File: src/rtl/dp_byte_seq.sv
// dp_byte_seq: debug-port byte sequencer.
// Serializes a 32-bit word into four byte lanes over valid/ready.

module dp_mux (
  input  logic [31:0] datain,
  input  logic [1:0]  sel,
  output logic [7:0]  dataout
);

  // Lane select of one byte from the captured word
  always_comb begin
    dataout = 8'h00;
    unique case (sel)
      2'd0: dataout = datain[7:0];
      2'd1: dataout = datain[15:8];
      2'd2: dataout = datain[23:16];
      2'd3: dataout = datain[31:24];
      default: dataout = 8'h00;
    endcase
  end

endmodule

module dp_byte_seq #(
  parameter int MSB_FIRST = 0,
  parameter int GAP_CYC   = 0
) (
  input  logic        clk,
  input  logic        resetn,
  input  logic [31:0] word_in,
  input  logic        word_valid,
  output logic        word_ready,
  output logic [7:0]  byte_out,
  output logic        byte_valid,
  input  logic        byte_ready,
  output logic [1:0]  sel,
  output logic        busy,
  output logic        done
);

  localparam int CW =
    (GAP_CYC > 0) ? $clog2(GAP_CYC + 1) : 1;

  localparam logic [1:0] S_LANE =
    (MSB_FIRST != 0) ? 2'd3 : 2'd0;
  localparam logic [1:0] L_LANE =
    (MSB_FIRST != 0) ? 2'd0 : 2'd3;

  localparam logic [CW-1:0] GAP_LD =
    (GAP_CYC > 0) ? CW'(GAP_CYC - 1) : '0;

  typedef enum logic [1:0] {
    IDLE = 2'd0,
    SEND = 2'd1,
    GAP  = 2'd2
  } state_t;

  state_t        state_q, state_d;
  logic [31:0]   word_q, word_d;
  logic [1:0]    sel_q, sel_d;
  logic [CW-1:0] cnt_q, cnt_d;
  logic          done_q, done_d;
  logic [1:0]    sel_nx;

  // Lane stepping direction fixed by lane order
  always_comb begin
    sel_nx = (MSB_FIRST != 0) ? sel_q - 2'd1
                              : sel_q + 2'd1;
  end

  // State and datapath registers
  always_ff @(posedge clk or negedge resetn) begin
    if (!resetn) begin
      state_q <= IDLE;
      word_q  <= '0;
      sel_q   <= S_LANE;
      cnt_q   <= '0;
      done_q  <= 1'b0;
    end else begin
      state_q <= state_d;
      word_q  <= word_d;
      sel_q   <= sel_d;
      cnt_q   <= cnt_d;
      done_q  <= done_d;
    end
  end

  // Next-state: capture, per-byte handshake, gap countdown
  always_comb begin
    state_d = state_q;
    word_d  = word_q;
    sel_d   = sel_q;
    cnt_d   = cnt_q;
    done_d  = 1'b0;
    unique case (state_q)
      IDLE: begin
        if (word_valid) begin
          word_d  = word_in;
          sel_d   = S_LANE;
          state_d = SEND;
        end
      end
      SEND: begin
        if (byte_ready) begin
          if (sel_q == L_LANE) begin
            done_d  = 1'b1;
            sel_d   = S_LANE;
            state_d = IDLE;
          end else if (GAP_CYC == 0) begin
            sel_d = sel_nx;
          end else begin
            cnt_d   = GAP_LD;
            state_d = GAP;
          end
        end
      end
      GAP: begin
        if (cnt_q != '0) begin
          cnt_d = cnt_q - 1'b1;
        end else begin
          sel_d   = sel_nx;
          state_d = SEND;
        end
      end
      default: begin
        state_d = IDLE;
        sel_d   = S_LANE;
      end
    endcase
  end

  // Outputs decode from registered state only
  always_comb begin
    word_ready = (state_q == IDLE);
    byte_valid = (state_q == SEND);
    busy       = (state_q != IDLE);
    done       = done_q;
    sel        = sel_q;
  end

  dp_mux u_mux (
    .datain  (word_q),
    .sel     (sel_q),
    .dataout (byte_out)
  );

endmodule

File: config.mk
export PLATFORM = sky130hd
export DESIGN_NAME = dp_byte_seq
export DESIGN_NICKNAME = d
export VERILOG_FILES = /design/src/rtl/dp_byte_seq.sv
export SDC_FILE = /design/constraint.sdc
export NUM_CORES = 1
export LEC_CHECK = 0
export BUFFER_PORTS_ARGS = -buffer_cell sky130_fd_sc_hd__buf_2
export CORE_ASPECT_RATIO = 1.4
export CORE_MARGIN = 2
export CORE_UTILIZATION = 55
export CTS_CLUSTER_SIZE = 30
export DETAILED_ROUTE_END_ITERATION = 6
export PLACE_DENSITY = 0.82
export SYNTH_ARGS = -nofsm -noshare
export SYNTH_HDL_FRONTEND = slang
export SYNTH_HIERARCHICAL = 1
export SYNTH_SLANG_ARGS = --single-unit
File: constraint.sdc
create_clock -name clk -period 2.3 [get_ports clk]
set_clock_uncertainty 0.2 [all_clocks]
set_input_delay 0.115 -clock clk [delete_from_list [all_inputs] [get_ports clk]]
set_output_delay 0.115 -clock clk [all_outputs]
set_load 0.02 [all_outputs]
==> results by stage <==
Outcome:
- The run finished with clean final reports.

Power:
- The leakage power summed over all cells is between 0.001 and 0.0015 uW.
- Dividing total power by cell area gives a power density of 1390 mW/mm2.
- The total power of the final layout is 3460 uW.
- The peak ir drop on the vdd network is 1.25 mV.

Routing:
- The total wire length after detailed routing is approximately 3800 um.
- The final routed DRC violation total is 0.
- The number of optimization iterations in the first detailed-route pass is 4.
- In this run the remaining antenna-violating nets after routing total 0.
- The post-detailed-route via-to-cell ratio is 5.07.
- After the first detailed-routing iteration, the DRC count stood at 12.
- The detailed router placed 1136 vias in this run.
- The mean routed wirelength per cell is approximately 17 um.

Place:
- Input and output buffers added on the ports amount to a little under 50.
- After detailed placement, the design holds a cell count of 181.
- The placed wire-length estimate is about 2300 um.
- The placer's final routability congestion estimate is 0.713.
- The worst slack after detailed placement is 572 ps.

STA:
- The transition time at the pin with the least slew margin is roughly 790 ps.
- Based on the critical path, the design can be clocked at up to between 500 and 600 MHz.
- After routing, the total negative slack on setup checks comes to 0 ps.
- Setup slack on the critical path of the routed design comes to between 400 and 500 ps.
- The share of the clock period used by the worst path is 0.806.
- The number of endpoints with negative hold slack in the final report is 0.
- Headroom to the max-slew limit came out at 0.470.
- The number of max-slew violations in the final report is 0.
- Setup repair after global routing left no endpoint under its margin.
- The routed design could run at a clock period as short as roughly 1900 ps.
- Setup violations remaining at the end of the flow were counted as 0.

Global routing:
- The number of antenna violations at the first check in global routing is 0.
- The first global-routing pass estimated between 6000 and 7000 um of wire.
- The via count of the first global-routing pass came to 1334.
- The total grt overflow is 0.
- The global routing usage summed across all routing layers is 0.244.
- Entering global routing, the biggest net connects 37 pins.

Clock tree:
- The number of buffers on the longest clock path is 2.
- Post-CTS timing repair inserted 0 buffers for setup.
- The later-pin clock latency in the skew report is 290 ps.
- The H-tree was split into 2 levels.
- Clock-pin slew was measured on the worst setup and hold paths at 70 ps.
- Once the clock tree was built, the resizer swapped 0 gates to a different size.
- Clock tree synthesis inserted a total of 5 buffers.
- The sink count of the clock tree is 36.
- The number of buffers inserted for hold repair after clock tree synthesis is 35.
- The TritonCTS clock tree is done.
- The CTS root buffer is clkbuf_8.

Worst setup path:
- The worst path arrival time is ~1500 ps.
- In this run the worst path has a maximum fanout of 12.
- The kind of start point of the critical path is a register.
- The worst setup path is of the register to output port kind.
- Counting cells, the worst reg-to-reg path comes to 3.
- The required time of the critical path is 1990 ps.
- STA classifies the critical path endpoint as an output port.

Floorplan:
- The number of top-level design ports is 50.
- In this run the core area contains 24 standard-cell rows.
- In this run the standard cell core region covers 0.00306 mm2.
- The overall die width is 51.4 um.
- The die covers 0.00361 mm2.
- The initial core utilization is 0.564.
- In this run the vertical extent of the chip is 70.3 um.

Layout:
- The relative area change from synthesis to final layout is 43.9%.
- After filler insertion, the fill cell instance count of the layout stands at 173.
- The number of standard cells in the layout, taps in and fillers out is 224.
- The fraction of final layout cells with drive strength greater than 1 is 0.551.
- The number of antenna diodes in the final layout is 0.
- At the end of the flow the core is filled with cells to 0.811.
- The net total in the final layout is 221.
- The library cell used most frequently in the layout, excluding fill and tap cells, is buf_2.
- The library cells used most frequently in the layout, excluding fill and tap cells, are buf_2 (49), dfrtp_1 (36), dlygate4sd3_1 (35), mux2_4 (30), mux4_2 (8).

Flow run:
- The number of max-cap violations is 0.

Synthesis:
- In this run the mean area of a mapped cell was 18.0 um2.
- The count of distinct cell types in the synthesized netlist is 16.
- Of the synthesized area, sequential elements account for 0.522.
- dfrtp_1 takes more of the synthesized area than any other cell.
- Synthesis handed over a netlist of 96 instances.
- Sorting the synthesized cells by area gives the leading types as dfrtp_1 (52%), mux2_4 (26%), mux4_2 (10%), buf_12 (3.5%), buf_6 (1.3%).
- The number of nets in the synthesized netlist is 133.
- During synthesis, Yosys emitted a total of 6 warnings.
- Of the post-synthesis cell area, the dominant cell type holds 0.522.
- Counting flops and latches in the post-synthesis netlist gives 36.
- The post-synthesis instance area is 0.00173 mm2.

Hold path:
- The path class of the lowest-slack min-delay path is input pin to async pin.
## final timing paths
kind                            start     endpoint  slack (ps)
setup / recovery               sel[1]  byte_out[7]         450
hold / removal                 resetn    word_q[3]         250
setup reg to reg           state_q[0]   word_q[24]         570
hold reg to reg            word_q[22]   word_q[22]         310
max in group asynchronous      resetn   word_q[23]        1150
min in group clk           word_q[22]   word_q[22]         310
## routing by layer
| metal | track usage | wire length [um] | up-vias |
|---|---|---|---|
| met5 | 0 | 0 | - |
| met4 | 0.0760 | 41 | 0 |
| met3 | 0.0620 | 163 | 4 |
| met2 | 0.408 | 2030 | 38 |
| met1 | 0.307 | 1580 | 576 |
| li1 | - | - | 518 |
## cells in the mapped netlist
| cell | instances |
|---|---|
| nor2b_1 | 1 |
| buf_6 | 2 |
| mux2i_1 | 2 |
| buf_12 | 3 |
| dfrtp_1 | 36 |
| buf_4 | 1 |
| ha_1 | 1 |
| and3_1 | 1 |
| mux4_2 | 8 |
| nand2_1 | 2 |
| mux2_2 | 2 |
| clkbuf_2 | 1 |
| nor2_1 | 3 |
| mux2_4 | 30 |
| o21ai_0 | 2 |
| inv_1 | 1 |
## logic make-up (layout without fill, tap and decap cells)
kind of cell / count (synthesis) / in the layout / synth area share
mux: 42 / 42 / 0.390
flops: 36 / 36 / 0.522
buf+inv: 8 / 97 / 0.0572
simple gates: 7 / 7 / 0.0181
compound gates: 2 / 2 / 0.00580
fa+ha+maj: 1 / 1 / 0.00725
## registers in the layout, indices dropped and copies added, names as in the netlist
signal,flops
word_q,32
sel,2
done,1
state_q,1
## report_power, final
| group | internal (uW) | total, uW | switching (uW) |
|---|---|---|---|
| Sequential | 948 | 1170 | 226 |
| Combinational | 887 | 1500 | 614 |
| Clock | 542 | 781 | 238 |
## critical path: stages (launching register included)
cell and delay [ps]:
dfrtp_1 680, mux4_2 390, buf_2 170
## final cells by class
| class | count | area, um2 | share of cell area |
|---|---|---|---|
| Multi-Input combinational cell | 52 | 734 | 0.296 |
| Inverter | 1 | 3.75 | 0.00151 |
| Timing Repair Buffer | 88 | 638 | 0.257 |
| Tap cell | 39 | 48.8 | 0.0196 |
| Sequential cell | 36 | 901 | 0.363 |
| Clock inverter | 3 | 90.1 | 0.0363 |
| Clock buffer | 5 | 68.8 | 0.0277 |
## stage by stage
step                hold WS, ps  cell area (um2)
finish                      249             2480
global route                327             2480
CTS                         257             2480
detailed placement         40.2             1980
global placement           17.7             1980
floorplan                  -381             1730
(Power assumes the default switching activity.)
